`src/rtl/newspaper_pkg.sv`:
```
// Coin codes shared between the coin acceptor and the newspaper vending FSM.
// Pure declarations: no latency, no flow control.
package newspaper_pkg;

    typedef logic [1:0] coin_t;

    localparam coin_t COIN_NONE = 2'b00;
    localparam coin_t COIN_5    = 2'b01;
    localparam coin_t COIN_10   = 2'b10;

endpackage

```
`src/rtl/coin_debounce.sv`:
```
// One sensor channel: 2-flop sync, stability counter, rise strobe (combinational, valid the
// edge stable goes 0->1), DEBOUNCE_CYCLES+2 edges after the raw rise; no backpressure.
module coin_debounce #(
    parameter int DEBOUNCE_CYCLES = 16
) (
    input  logic clock,
    input  logic reset,
    input  logic raw_in,
    output logic rise
);

    localparam int CW = (DEBOUNCE_CYCLES > 2) ? $clog2(DEBOUNCE_CYCLES) : 1;
    localparam logic [CW-1:0] CNT_MAX = CW'(DEBOUNCE_CYCLES - 1);

    logic          sync1_q, sync1_d;
    logic          sync2_q, sync2_d;
    logic          stable_q, stable_d;
    logic [CW-1:0] cnt_q, cnt_d;

    always_comb begin
        sync1_d  = raw_in;
        sync2_d  = sync1_q;
        stable_d = stable_q;
        cnt_d    = cnt_q;
        rise     = 1'b0;
        if (sync2_q == stable_q) begin
            cnt_d = '0;
        end else if (cnt_q == CNT_MAX) begin
            stable_d = sync2_q;
            cnt_d    = '0;
            rise     = sync2_q;
        end else begin
            cnt_d = cnt_q + 1'b1;
        end
    end

    // stable resets high so a sensor stuck high through reset must go low before it can count.
    always_ff @(posedge clock) begin
        if (reset) begin
            sync1_q  <= 1'b0;
            sync2_q  <= 1'b0;
            stable_q <= 1'b1;
            cnt_q    <= '0;
        end else begin
            sync1_q  <= sync1_d;
            sync2_q  <= sync2_d;
            stable_q <= stable_d;
            cnt_q    <= cnt_d;
        end
    end

endmodule

```
`src/rtl/coin_acceptor.sv`:
```
// Debounced nickel/dime sensors -> coin FIFO -> registered one-cycle coin codes; coin one edge
// after push when idle. hold stalls the output (coins kept); pushes into a full FIFO are rejected.
module coin_acceptor
    import newspaper_pkg::*;
#(
    parameter int DEBOUNCE_CYCLES = 16,
    parameter int FIFO_DEPTH      = 4
) (
    input  logic                        clock,
    input  logic                        reset,
    input  logic                        nickel_in,
    input  logic                        dime_in,
    input  logic                        hold,
    output coin_t                       coin,
    output logic                        reject,
    output logic [$clog2(FIFO_DEPTH):0] fifo_level
);

    localparam int AW = $clog2(FIFO_DEPTH);
    localparam int LW = AW + 1;
    localparam logic [LW-1:0] LEVEL_FULL = LW'(FIFO_DEPTH);

    logic nickel_rise;
    logic dime_rise;

    coin_debounce #(.DEBOUNCE_CYCLES(DEBOUNCE_CYCLES)) u_nickel (
        .clock  (clock),
        .reset  (reset),
        .raw_in (nickel_in),
        .rise   (nickel_rise)
    );

    coin_debounce #(.DEBOUNCE_CYCLES(DEBOUNCE_CYCLES)) u_dime (
        .clock  (clock),
        .reset  (reset),
        .raw_in (dime_in),
        .rise   (dime_rise)
    );

    coin_t          mem_q [FIFO_DEPTH];
    coin_t          mem_d [FIFO_DEPTH];
    logic [AW-1:0]  wr_ptr_q, wr_ptr_d;
    logic [AW-1:0]  rd_ptr_q, rd_ptr_d;
    logic [LW-1:0]  level_q, level_d;
    coin_t          coin_q, coin_d;
    logic           reject_q, reject_d;

    logic  push_req;
    logic  jam;
    logic  full;
    logic  do_push;
    logic  do_pop;
    coin_t push_code;

    always_comb begin
        push_req  = nickel_rise ^ dime_rise;
        jam       = nickel_rise & dime_rise;
        push_code = nickel_rise ? COIN_5 : COIN_10;
        // Full is judged on the pre-edge level, so a same-edge pop does not rescue the coin.
        full      = (level_q == LEVEL_FULL);
        do_push   = push_req && !full;
        do_pop    = (level_q != '0) && !hold;
        reject_d  = jam || (push_req && full);
        coin_d    = do_pop ? mem_q[rd_ptr_q] : COIN_NONE;

        mem_d = mem_q;
        if (do_push) begin
            mem_d[wr_ptr_q] = push_code;
        end

        wr_ptr_d = do_push ? wr_ptr_q + 1'b1 : wr_ptr_q;
        rd_ptr_d = do_pop  ? rd_ptr_q + 1'b1 : rd_ptr_q;

        case ({do_push, do_pop})
            2'b10:   level_d = level_q + 1'b1;
            2'b01:   level_d = level_q - 1'b1;
            default: level_d = level_q;
        endcase
    end

    always_ff @(posedge clock) begin
        if (reset) begin
            for (int i = 0; i < FIFO_DEPTH; i++) begin
                mem_q[i] <= COIN_NONE;
            end
            wr_ptr_q <= '0;
            rd_ptr_q <= '0;
            level_q  <= '0;
            coin_q   <= COIN_NONE;
            reject_q <= 1'b0;
        end else begin
            mem_q    <= mem_d;
            wr_ptr_q <= wr_ptr_d;
            rd_ptr_q <= rd_ptr_d;
            level_q  <= level_d;
            coin_q   <= coin_d;
            reject_q <= reject_d;
        end
    end

    assign coin       = coin_q;
    assign reject     = reject_q;
    assign fifo_level = level_q;

endmodule

```
`config.mk`:
```
export PLATFORM = sky130hd
export DESIGN_NAME = coin_acceptor
export DESIGN_NICKNAME = d
export VERILOG_FILES = /design/src/rtl/newspaper_pkg.sv /design/src/rtl/coin_debounce.sv /design/src/rtl/coin_acceptor.sv
export SDC_FILE = /design/constraint.sdc
export NUM_CORES = 1
export LEC_CHECK = 0
export CORE_MARGIN = 8
export CORE_UTILIZATION = 30
export CTS_BUF_LIST = sky130_fd_sc_hd__clkbuf_4 sky130_fd_sc_hd__clkbuf_8 sky130_fd_sc_hd__clkbuf_16
export DETAILED_ROUTE_END_ITERATION = 6
export GPL_TIMING_DRIVEN = 0
export PLACE_DENSITY_LB_ADDON = 0.1
export REMOVE_ABC_BUFFERS = 1
export SYNTH_ARGS = -nofsm -noshare
export SYNTH_HDL_FRONTEND = slang
export SYNTH_SLANG_ARGS = --single-unit
```
`constraint.sdc`:
```
create_clock -name clock -period 8.5 [get_ports clock]
set_clock_uncertainty 0.15 [all_clocks]
set_input_delay 1.7 -clock clock [delete_from_list [all_inputs] [get_ports clock]]
set_output_delay 1.7 -clock clock [all_outputs]
set_load 0.05 [all_outputs]
```
==> results of run 1 <==
-- sequential cells by signal, indices dropped and copies added, names as in the netlist --
signal / cells
coin: 2
fifo_level: 3
mem_q: 8
rd_ptr_q: 2
reject: 1
u_dime.cnt_q: 4
u_dime.stable_q: 1
u_dime.sync1_q: 1
u_dime.sync2_q: 1
u_nickel.cnt_q: 4
u_nickel.stable_q: 1
u_nickel.sync1_q: 1
u_nickel.sync2_q: 1
wr_ptr_q: 2
-- stage by stage --
| step | hold slack, ns | worst slack (ns) | cells |
|---|---|---|---|
| 3_5_place_dp | 0.276 | 4.66 | 201 |
| 3_3_place_gp | 0.269 | 4.69 | 201 |
| 5_1_grt | 0.298 | 4.80 | 209 |
| 4_1_cts | 0.292 | 4.95 | 209 |
| 2_1_floorplan | 0.264 | 5.34 | 137 |
| 6_report | 0.291 | 4.94 | 209 |
-- cells in the mapped netlist, types with 2 or more instances --
master / count
sky130_fd_sc_hd__dfxtp_1: 32
sky130_fd_sc_hd__nor2_1: 14
sky130_fd_sc_hd__a21oi_1: 9
sky130_fd_sc_hd__inv_1: 9
sky130_fd_sc_hd__ha_1: 8
sky130_fd_sc_hd__xor2_1: 8
sky130_fd_sc_hd__o21ai_0: 6
sky130_fd_sc_hd__nand3_1: 5
sky130_fd_sc_hd__nor2b_1: 5
sky130_fd_sc_hd__a311oi_1: 4
sky130_fd_sc_hd__a31oi_1: 4
sky130_fd_sc_hd__clkbuf_1: 4
sky130_fd_sc_hd__nand2_1: 4
sky130_fd_sc_hd__or4_1: 4
sky130_fd_sc_hd__nor3b_1: 3
sky130_fd_sc_hd__and3b_1: 2
sky130_fd_sc_hd__buf_6: 2
sky130_fd_sc_hd__mux4_2: 2
sky130_fd_sc_hd__nand2b_1: 2
sky130_fd_sc_hd__nand3b_1: 2
sky130_fd_sc_hd__nor4b_1: 2
sky130_fd_sc_hd__or3_1: 2
-- critical path, delay by kind of cell --
kind            cells  cell delay (ns)
buf+inv             2             0.56
fa+ha+maj           2             0.58
xor+xnor            1             0.16
simple gates        2             0.46
compound gates      1             0.14
-- cell usage in the layout (no fill, tap or decap), types with 2 or more instances in the layout --
cell / instances
sky130_fd_sc_hd__nand2b_1: 2
sky130_fd_sc_hd__ha_1: 8
sky130_fd_sc_hd__nand2_1: 4
sky130_fd_sc_hd__and3b_1: 2
sky130_fd_sc_hd__clkbuf_8: 6
sky130_fd_sc_hd__nor2b_1: 5
sky130_fd_sc_hd__a31oi_1: 4
sky130_fd_sc_hd__nand3b_1: 2
sky130_fd_sc_hd__dfxtp_1: 32
sky130_fd_sc_hd__a21oi_1: 9
sky130_fd_sc_hd__xor2_1: 8
sky130_fd_sc_hd__or3_1: 2
sky130_fd_sc_hd__nor2_1: 14
sky130_fd_sc_hd__nor4b_1: 2
sky130_fd_sc_hd__a311oi_1: 4
sky130_fd_sc_hd__clkdlybuf4s50_1: 10
sky130_fd_sc_hd__mux4_2: 2
sky130_fd_sc_hd__inv_1: 9
sky130_fd_sc_hd__clkbuf_4: 2
sky130_fd_sc_hd__o21ai_0: 6
sky130_fd_sc_hd__nor3b_1: 3
sky130_fd_sc_hd__nand3_1: 5
sky130_fd_sc_hd__or4_1: 4
-- final cells by class --
type                            instances  share of cell area, %
Clock buffer                            8                   5.95
Sequential cell                        32                   39.1
Timing Repair Buffer                   10                   6.11
Tap cell                               54                   4.12
Multi-Input combinational cell         96                   42.7
Inverter                                9                   2.06
-- power groups by stage --
| stage | logic [mW] | clock network, mW | registers [mW] |
|---|---|---|---|
| after floorplan | 0.00510 | 0 | 0.158 |
| after global placement | 0.00979 | 0 | 0.158 |
| after detailed placement | 0.0102 | 0 | 0.159 |
| after CTS | 0.0102 | 0.131 | 0.155 |
| after global routing | 0.0114 | 0.137 | 0.156 |
| final | 0.0101 | 0.127 | 0.155 |
-- kinds of logic after synthesis --
group | after synthesis | synth area share, %
AOI/OAI and AO/OA | 26 | 11.3
xor gates and xnor gates | 8 | 4.96
adders and majority gates | 9 | 8.51
buffers and inverters | 15 | 5.05
DFF | 32 | 45.4
muxes | 4 | 4.70
and+or+nand+nor | 49 | 20.0
-- layer usage --
metal,global-route usage (%),vias to the layer above
met4,5.34,0
met5,0,-
met3,3.61,6
met1,9.15,466
li1,-,524
met2,14.2,10
-- final timing paths --
check / start / endpoint / depth (start not counted)
worst min-delay path: u_nickel.sync1_q$_SDFF_PP0_ / u_nickel.sync2_q$_SDFF_PP0_ / 1
worst max-delay path: hold / fifo_level[2]$_SDFFE_PP0P_ / 8
worst max register to register: u_nickel.cnt_q[0]$_SDFF_PP0_ / fifo_level[2]$_SDFFE_PP0P_ / 12
worst min register to register: u_nickel.sync1_q$_SDFF_PP0_ / u_nickel.sync2_q$_SDFF_PP0_ / 1
==> flow_results.xml, run 1 <==
<?xml version="1.0" encoding="UTF-8"?>
<metrics>
  <group name="clocking">
    <metric name="post_cts_hold_buffer_count" unit="">0</metric>
    <metric name="clk_pin_slew_worst_paths" unit="ns">0.07</metric>
    <metric name="worst_skew_pair.late_latency" unit="ns">0.28</metric>
    <metric name="htreeDepth" unit="">2</metric>
    <metric name="cell_at_the_root_of_the_clock_tree" unit="">sky130_fd_sc_hd__clkbuf_8</metric>
    <metric name="cts_setup_buffers" unit="">0</metric>
    <metric name="clock-sinks" unit="">32</metric>
    <metric name="cts_tree" unit="">done</metric>
    <metric name="cts_resized" unit="">0</metric>
    <metric name="numCtsBuffers" unit="">5</metric>
    <metric name="cts_buffer_depth" unit="">2</metric>
  </group>
  <group name="pwr">
    <metric name="clockPowerShare" unit="%">43.4</metric>
    <metric name="p_comb_share" unit="%">3.4</metric>
    <metric name="internal_power_contribution" unit="µW">230</metric>
    <metric name="seq_power_share" unit="%">53.2</metric>
    <metric name="p_sw_share" unit="%">21.1</metric>
    <metric name="vdd.ir_drop.worst" unit="V">0.0000446</metric>
    <metric name="switchingPower" unit="µW">61.5</metric>
    <metric name="power" unit="µW">292</metric>
    <metric name="power-per-cell-area" unit="nW/µm²">178</metric>
    <metric name="leakagePower" unit="nW">0.589</metric>
  </group>
  <group name="route">
    <metric name="drt-wirelength-per-cell" unit="µm">13.2</metric>
    <metric name="antenna_left" unit="">0</metric>
    <metric name="top_signal_layer_used" unit="">met4</metric>
    <metric name="wl_met1" unit="µm">1230</metric>
    <metric name="initial_drc_count" unit="">42</metric>
    <metric name="detailroute.wirelength.met2" unit="µm">1370</metric>
    <metric name="drt-pass1-iter-count" unit="">4</metric>
    <metric name="routed-wl-met3" unit="µm">109</metric>
    <metric name="route.vias.total" unit="">1006</metric>
    <metric name="drcViolationCount" unit="">0</metric>
    <metric name="finalWirelength" unit="µm">2770</metric>
    <metric name="route.detailed.vias_per_inst" unit="">4.81</metric>
  </group>
  <group name="synthesis">
    <metric name="synth-seq-cells" unit="">32</metric>
    <metric name="synth-seq-area-share" unit="%">45.4</metric>
    <metric name="postSynth.topFlopCell" unit="">sky130_fd_sc_hd__dfxtp_1</metric>
    <metric name="yosys_warnings" unit="">0</metric>
    <metric name="synth_edf_count" unit="">0</metric>
    <metric name="synth_area" unit="µm²">1410</metric>
    <metric name="postSynth.asyncResetShare" unit="%">0</metric>
    <metric name="synth_cells" unit="">143</metric>
    <metric name="syn_avg_cell_area" unit="µm²">9.87</metric>
    <metric name="synth_largest_type_area_fraction" unit="%">45.4</metric>
    <metric name="post-synth-top-area-cell" unit="">sky130_fd_sc_hd__dfxtp_1</metric>
    <metric name="synth.lib_cells_used.distinct" unit="">32</metric>
    <metric name="synth.top_cells.by_area" unit="">sky130_fd_sc_hd__dfxtp_1 45%, sky130_fd_sc_hd__ha_1 7.1%, sky130_fd_sc_hd__xor2_1 5.0%, sky130_fd_sc_hd__nor2_1 3.7%, sky130_fd_sc_hd__a21oi_1 3.2%</metric>
  </group>
  <group name="global_route">
    <metric name="track_usage" unit="%">8.70</metric>
    <metric name="grt_start_max_net_pins" unit="">31</metric>
    <metric name="grt_overflow_total" unit="">0</metric>
    <metric name="grt_pass1_vias" unit="">1059</metric>
    <metric name="grt_antenna_before_repair" unit="">0</metric>
    <metric name="wire_length_of_the_first_global_routing_pass" unit="µm">4860</metric>
  </group>
  <group name="critical_path">
    <metric name="critical_path_peak_fanout" unit="">6</metric>
    <metric name="cp.arrival" unit="ns">3.61</metric>
    <metric name="worst-r2r-setup-slack" unit="ns">5.08</metric>
    <metric name="cp_cell_instances" unit="">clkdlybuf4s50_1 -&gt; nor2_1 -&gt; ha_1 -&gt; inv_1 -&gt; fa_1 -&gt; xor2_1 -&gt; or3_1 -&gt; a21oi_1</metric>
    <metric name="critical_path.startpoint_type" unit="">primary input</metric>
    <metric name="required" unit="ns">8.55</metric>
    <metric name="critPathCaptureType" unit="">register</metric>
    <metric name="cp_slowest_stage_delay" unit="ns">0.49</metric>
    <metric name="criticalPathCategory" unit="">in2reg</metric>
    <metric name="worst_path_max_delay_cell" unit="">sky130_fd_sc_hd__clkdlybuf4s50_1</metric>
  </group>
  <group name="finish">
    <metric name="postLayoutCoreUtil" unit="%">35.4</metric>
    <metric name="design_area" unit="µm²">1640</metric>
    <metric name="area.sequential" unit="µm²">641</metric>
    <metric name="layout-drive-gt1-share" unit="%">8.39</metric>
    <metric name="antenna-diode-count" unit="">0</metric>
    <metric name="multi_input_comb_area" unit="µm²">699</metric>
    <metric name="area_growth" unit="%">16.1</metric>
    <metric name="nNetsFinal" unit="">168</metric>
    <metric name="num-fill-cells" unit="">479</metric>
  </group>
  <group name="timing">
    <metric name="final.setup.tns" unit="ns">0</metric>
    <metric name="timing.final.crit_share" unit="%">41.9</metric>
    <metric name="slew_headroom" unit="%">27.5</metric>
    <metric name="least_margin_pin_slew" unit="ns">1.08</metric>
    <metric name="final-setup-viol-count" unit="">0</metric>
    <metric name="rsz0062_at_grt" unit="">false</metric>
    <metric name="fmaxAchievable" unit="MHz">281</metric>
    <metric name="slew_violations" unit="">0</metric>
    <metric name="timing.final.hold_violations" unit="">0</metric>
    <metric name="period_minus_slack" unit="ns">3.56</metric>
  </group>
  <group name="outcome">
    <metric name="status" unit="">completed</metric>
  </group>
  <group name="placement">
    <metric name="gp_congestion" unit="">0.740</metric>
    <metric name="buffer_ports.inserted" unit="">10</metric>
    <metric name="detailed_place.area" unit="µm²">1540</metric>
    <metric name="place.detailed.hpwl" unit="µm">1950</metric>
  </group>
  <group name="floorplan">
    <metric name="floorplan.rows" unit="">25</metric>
    <metric name="die_area" unit="µm²">7160</metric>
    <metric name="die_w" unit="µm">84.6</metric>
    <metric name="floorplan.die.height" unit="µm">84.6</metric>
    <metric name="start_util" unit="%">30.5</metric>
    <metric name="placeableCoreArea" unit="µm²">4630</metric>
    <metric name="ioPinCount" unit="">11</metric>
  </group>
  <group name="flow_run">
    <metric name="max_cap_violations" unit="">0</metric>
  </group>
  <group name="min_path">
    <metric name="hp-class" unit="">reg2reg</metric>
  </group>
</metrics>
(Power assumes the default switching activity.)
==> inputs of run 2 (changes only) <==
clock period = 3.67 ns   (was 8.5 ns; I/O delays follow)
==> results of run 2 <==
Same layout as run 1 (identical final DEF). Status: completed.
Among the figures that moved: setup slack after placement 4.66 ns -> 0.277 ns; setup slack after layout 4.94 ns -> 0.248 ns; start point of the critical path hold -> u_nickel.cnt_q[0]$_SDFF_PP0_; register-to-register setup slack 5.08 ns -> 0.25 ns; total power 0.292 mW -> 0.676 mW; worst IR drop on VDD 0.0000446 V -> 0.000103 V
